### src/rtl/word_serializer_pkg.sv
// Shared widths and FSM state encodings for the 16-to-8 word serializer.
package word_serializer_pkg;

  localparam int BYTE_W = 8;
  localparam int WORD_W = 16;

  typedef enum logic [1:0] {
    IDLE   = 2'b00,
    FIRST  = 2'b01,
    SECOND = 2'b10
  } state_e;

endpackage

### src/rtl/word_serializer.sv
// Splits each accepted 16-bit word into two bytes on a valid/ready stream and
// counts fully sent words. Byte order is selected by LOW_FIRST.
//
//   state  | meaning
//   IDLE   | no word held, input side open
//   FIRST  | presenting first byte of the held word
//   SECOND | presenting second byte; may accept the next word in the same cycle
module word_serializer
  import word_serializer_pkg::*;
#(
  parameter bit LOW_FIRST = 1'b1
) (
  input  logic              clk,
  input  logic              rst,
  input  logic [WORD_W-1:0] in_word,
  input  logic              in_valid,
  output logic              in_ready,
  output logic [BYTE_W-1:0] out_byte,
  output logic              out_valid,
  input  logic              out_ready,
  output logic              out_last,
  output logic              busy,
  output logic [WORD_W-1:0] word_count
);

  state_e            state_q, state_d;
  logic [WORD_W-1:0] hold_q, hold_d;
  logic [WORD_W-1:0] count_q, count_d;
  logic [BYTE_W-1:0] first_byte, second_byte;

  assign first_byte  = LOW_FIRST ? hold_q[BYTE_W-1:0] : hold_q[WORD_W-1:BYTE_W];
  assign second_byte = LOW_FIRST ? hold_q[WORD_W-1:BYTE_W] : hold_q[BYTE_W-1:0];
  assign word_count  = count_q;

  always_ff @(posedge clk or posedge rst) begin
    if (rst) begin
      state_q <= IDLE;
      hold_q  <= '0;
      count_q <= '0;
    end else begin
      state_q <= state_d;
      hold_q  <= hold_d;
      count_q <= count_d;
    end
  end

  always_comb begin
    state_d   = state_q;
    hold_d    = hold_q;
    count_d   = count_q;
    in_ready  = 1'b0;
    out_valid = 1'b0;
    out_last  = 1'b0;
    out_byte  = '0;
    busy      = 1'b0;
    case (state_q)
      IDLE: begin
        in_ready = 1'b1;
        if (in_valid) begin
          hold_d  = in_word;
          state_d = FIRST;
        end
      end
      FIRST: begin
        out_valid = 1'b1;
        busy      = 1'b1;
        out_byte  = first_byte;
        if (out_ready) state_d = SECOND;
      end
      SECOND: begin
        out_valid = 1'b1;
        out_last  = 1'b1;
        busy      = 1'b1;
        out_byte  = second_byte;
        // Opening the input while the last byte drains keeps one byte per cycle.
        in_ready  = out_ready;
        if (out_ready) begin
          count_d = count_q + 16'd1;
          if (in_valid) begin
            hold_d  = in_word;
            state_d = FIRST;
          end else begin
            state_d = IDLE;
          end
        end
      end
      default: state_d = IDLE;
    endcase
  end

endmodule

### config.mk
export PLATFORM = sky130hd
export DESIGN_NAME = word_serializer
export DESIGN_NICKNAME = d
export VERILOG_FILES = /design/src/rtl/word_serializer_pkg.sv /design/src/rtl/word_serializer.sv
export SDC_FILE = /design/constraint.sdc
export NUM_CORES = 1
export LEC_CHECK = 0
export ABC_CLOCK_PERIOD_IN_PS = 3110
export CORE_MARGIN = 2
export CORE_UTILIZATION = 50
export CTS_CLUSTER_DIAMETER = 50
export DETAILED_ROUTE_END_ITERATION = 8
export PLACE_DENSITY = 0.84
export SLEW_MARGIN = 10
export SYNTH_ARGS = -nofsm -noshare
export SYNTH_HDL_FRONTEND = slang
export SYNTH_SLANG_ARGS = --single-unit
### constraint.sdc
create_clock -name clk -period 3.11 [get_ports clk]
set_input_delay 0.4665 -clock clk [delete_from_list [all_inputs] [get_ports clk]]
set_output_delay 0.4665 -clock clk [all_outputs]
set_load 0.01 [all_outputs]
* After elaboration in Yosys (flattened, before gate mapping) *
Index checks and enable logic that the tools add are counted.

storage, ports and cells
  word-level logic and storage cells = 27
  memories kept = 0
  RAM bits = 0
  input bits = 20
  output and inout bits = 28
  bits in read-only memories = 0
  register bits = 34
  latch bits = 0

operators by class
  divide/modulo/power cells = 0
  equality and inequality tests = 5
  add/subtract/negate cells = 1
  $lt $le $gt $ge = 0
  reduce and logical (&&, ||, !) cells = 6
  shift operators = 0
  multipliers = 0
  bitwise logic cells = 0
  muxes and demuxes = 12

operator list
  kind                     count
  $mux W16                 2
  $pmux W16 S2             1
  $add A16 B1 Y16 const B  1
  $pmux W8 S2              1
  $mux W2                  3
  $ne A2 B2 Y1 const B     3
  $pmux W2 S3              1
  $reduce_and A2 Y1        2
  $mux W1                  3
  $reduce_and A3 Y1        1
  $eq A2 B1 Y1 const B     1
  $eq A2 B2 Y1 const B     1
  $logic_not A2 Y1         1
  $pmux W1 S2              1
  $reduce_bool A2 Y1       1
  $reduce_or A2 Y1         1

* Logic depth before layout (Yosys ltp) *
  depth in word-level cells = 3
  gate-level depth with buffers = 8
  gate-level depth less buffers = 6

* Least setup slack after synthesis *
Ideal clock, no wire load.

  kind = register -> register
  start = reg state_q[0]
  end = reg hold_q[0]
  data required time = 2,985 ps
  path slack = 1,431 ps
  buffers on the path = 2
  data arrival time = 1,555 ps
  cell stages (with the launch flop) = 9
  clock period less this slack = 1,679 ps
  setup time = 125 ps
  path through = dfrtp_1 inv_1 ha_1 buf_6 nand2_1 o21ai_2 nand2_4 buf_6 mux2_2

between the ends
  cells in the longest elaborated chain, start to end = 3
  elaborated cells on any way between the ends = 6
  those cells by class = eq/ne (2); mux (1); reduce/logical (3)

ends and longest elaborated chain
  what                                                          RTL line               text
  from (decl)                                                   word_serializer.sv:26  state_e state_q, state_d;
  from (signal assigned)                                        word_serializer.sv:41  state_q <= state_d;
  $eq A2 B2 Y1 or $logic_not A2 Y1 (tied branches)              word_serializer.sv:56  case (state_q)
  $ne A2 B2 Y1 (no line) or $reduce_bool A2 Y1 (tied branches)  --
  $reduce_and A2 Y1 (no line)                                   --
  to (signal assigned)                                          word_serializer.sv:42  hold_q <= hold_d;
  to (decl)                                                     word_serializer.sv:27  logic [WORD_W-1:0] hold_q, hold_d;

Several ways; a longest one is shown, not always the timed one.
A chain may end at the register's enable or synchronous reset.

* Worst setup path in the final report *
  start = reg state_q[0]
  end = out out_byte[5]

between the ends
  cells in the longest elaborated chain, start to end = 2
  elaborated cells on any way between the ends = 3
  those cells by class = eq/ne (2); mux (1)

ends and longest elaborated chain
  what                                          RTL line               text
  $eq A2 B2 Y1 or $eq A2 B1 Y1 (tied branches)  word_serializer.sv:56
  $pmux W8 S2 (*)                               word_serializer.sv:56
  to (decl)                                     word_serializer.sv:18  output logic [BYTE_W-1:0] out_byte,

Mark *: on every way between the ends. The rest lies on a longest branch, timed or not.

==> reports/results.ini <==
[clocking]
htreeDepth=2
worstSkewPairLatency_ps=340
cts_resized=0
holdBufCountCts=0
path_clk_slew_ps=110
cts_buffers=5
cts.sinks=34
clock-root-buffer=clkbuf_4
cts_setup_buffers=0
cts_tree=done
clockBufferDepth=2

[power]
seq_power_share_pct=39.9
p_per_area_mw_per_mm2=799.0
power_leakage_nw=0.9514
vdd_ir_drop_max_mv=0.3616
switchingPower_w=0.0006000
combPwrFrac_pct=45.8
p_clk_share_pct=14.3
sw_frac_of_total_pct=34.02
p_int_w=0.001163

[detailed_routing]
wl_um=3410
post-route-drc-count=0
vias=1192
ant_nets=0
firstDrtPassIters=4
via_per_inst=5.205
drtIter0Drc=56
post_drt_wl_per_cell_um=14.89

[run]
cap_violations=0

[synth]
syn_area_mm2=0.001649
synth_xor_area_share_pct=7.967
mappedNetlistNets=160
ys.warnings.count=0
yosysUniqueCellTypes=28
synth-compound-area-share_pct=5.311
synth_top_family_by_area=simple AND/OR/NAND/NOR gates
synth-seq-cells=34
syn_inst=133
muxShareOfSynthArea_pct=12.29
seq_area_frac_synth_pct=51.59
syn_area_per_cell_um2=12.40
yosys.area_share.adder_pct=5.311
synth_simple_gate_area_share_pct=14.26

[timing]
slew_headroom_pct=70.34
fmax_mhz=372.1
finalMaxSlewViolations=0
fin_crit_sh_pct=86.42
rsz0062_at_grt=no
timing.final.ws_setup_ps=422.4
fin_skew_ps=17.16
final_hold_viol_count=0
min_period_ps=2688
tightest_slew_ps=445.0
final.setup.tns_ps=0
setup_viol=0

[run_status]
status=completed

[hold_path]
hp-class=register to register

[floorplanning]
die_h_um=61.43
row_count=20
dieArea_mm2=0.003774
io_pins=48
core_mm2=0.003103
start_util_pct=53.15
die_w_um=61.43

[worst_setup_path]
start_kind=register
crit_path_end_kind=primary output
critPathArrivalTime_ps=2220
cp_slowest_cell=clkdlybuf4s50_1
path_cells=inv_1 -> ha_1 -> a22oi_1 -> nor2b_1 -> clkdlybuf4s50_1
path_buf_inv=2
crit_type=register to primary output
slowest_delay_ps=560
required_ps=2640
crit_family=buffers and inverters
critPathMaxFanout=11

[cells_and_area]
fillers=244
area_growth_pct=33.84
n_antenna_cell=0
drive_gt1_share_pct=18.38
nNetsFinal=211
final_cell_mix=47 x clkdlybuf4s50_1, 34 x dfrtp_1, 18 x mux2_2, 10 x xnor2_1
fin_cells=229
layout_commonest_cell=clkdlybuf4s50_1

[place]
gp_congestion=0.7445
dpl_worst_slack_ps=808.2
port_buffers=47
dp_hpwl_um=2512
post-place-cells=221

[global_route]
grt_usage_pct=19.33
grt_pass1_vias=1177
grt_max_degree=35
grt_overflow=0
antenna_found_initial=0
grt_pass1_wl_um=5188

==> sequential cells by signal, summed over array words and instances, names as in the netlist <==
| signal | cells |
|---|---|
| state_q | 2 |
| word_count | 16 |
| hold_q | 16 |
==> cell usage after synthesis <==
library cell,count,area [um2]
a21oi_1,1,5.000
a22oi_1,8,60.06
and2_2,1,7.510
and3_1,1,6.260
and3_2,1,7.510
and4_1,1,8.760
and4_2,1,10.01
and4_4,1,11.26
buf_2,1,5.000
buf_4,1,7.510
buf_6,2,22.52
dfrtp_1,34,850.8
ha_1,7,87.58
inv_1,5,18.77
mux2_2,18,202.7
nand2_1,8,30.03
nand2_4,1,11.26
nand3_1,6,30.03
nand4_1,2,12.51
nand4_4,1,21.27
nor2_1,5,18.77
nor2b_1,8,50.05
nor3_2,1,10.01
o21ai_2,1,8.760
o22ai_1,1,6.260
o31ai_1,1,7.510
xnor2_1,10,87.58
xor2_1,5,43.79
==> power groups by stage <==
stage                     logic, W  registers, W  clock network (W)
after floorplan           0.000518      0.000691                  0
after global placement    0.000782      0.000700                  0
final                     0.000807      0.000704           0.000253
after global routing      0.000876      0.000722           0.000284
after CTS                 0.000819      0.000702           0.000260
after detailed placement  0.000815      0.000710                  0
==> area by class of cell <==
class	instances	area (um2)	share of cell area, %
sequential	34	850.8	38.55
multi-input combinational	90	744.5	33.73
timing repair buffer	48	478.0	21.66
clock buffer	7	55.05	2.494
tap	44	55.05	2.494
inverter	5	18.77	0.8503
clock inverter	1	5.005	0.2268
==> metal layers <==
metal | global-route usage, % | part of all wire [%] | wire, um
met1 | 24.76 | 43 | 1461
met2 | 29.94 | 51 | 1728
met3 | 5.672 | 4.5 | 152
met4 | 9.726 | 2.0 | 68
met5 | 0 | 0 | 0
==> worst paths after layout <==
kind | from | to | slack [ps] | cells past startpoint
worst max register to register | state_q[0] | hold_q[11] | 1260 | 5
worst min register to register | word_count[15] | word_count[15] | 490 | 1
worst max-delay path | state_q[0] | out_byte[5] | 420 | 5
max in group asynchronous | rst | hold_q[11] | 2290 | 3
worst min-delay path | word_count[15] | word_count[15] | 490 | 1
min in group asynchronous | rst | state_q[0] | 510 | 3
==> kinds of logic (layout without fill, tap and decap cells) <==
| kind of cell | count (synthesis) | in the layout |
|---|---|---|
| simple gates | 38 | 38 |
| flops | 34 | 34 |
| mux | 18 | 18 |
| xor+xnor | 15 | 15 |
| compound gates | 12 | 12 |
| buf+inv | 9 | 61 |
| fa+ha+maj | 7 | 7 |
==> per-stage QoR <==
| stage | area (um2) | hold slack [ps] | power, W | utilization, % |
|---|---|---|---|---|
| 2_1_floorplan | 1649 | 479.7 | 0.001209 | - |
| 3_3_place_gp | 2147 | 457.0 | 0.001482 | 69.19 |
| 3_5_place_dp | 2147 | 464.3 | 0.001525 | 69.19 |
| 4_1_cts | 2207 | 485.0 | 0.001781 | 71.13 |
| 5_1_grt | 2207 | 507.3 | 0.001882 | 71.13 |
| 6_report | 2207 | 488.9 | 0.001763 | 71.13 |
(Power assumes the default switching activity.)
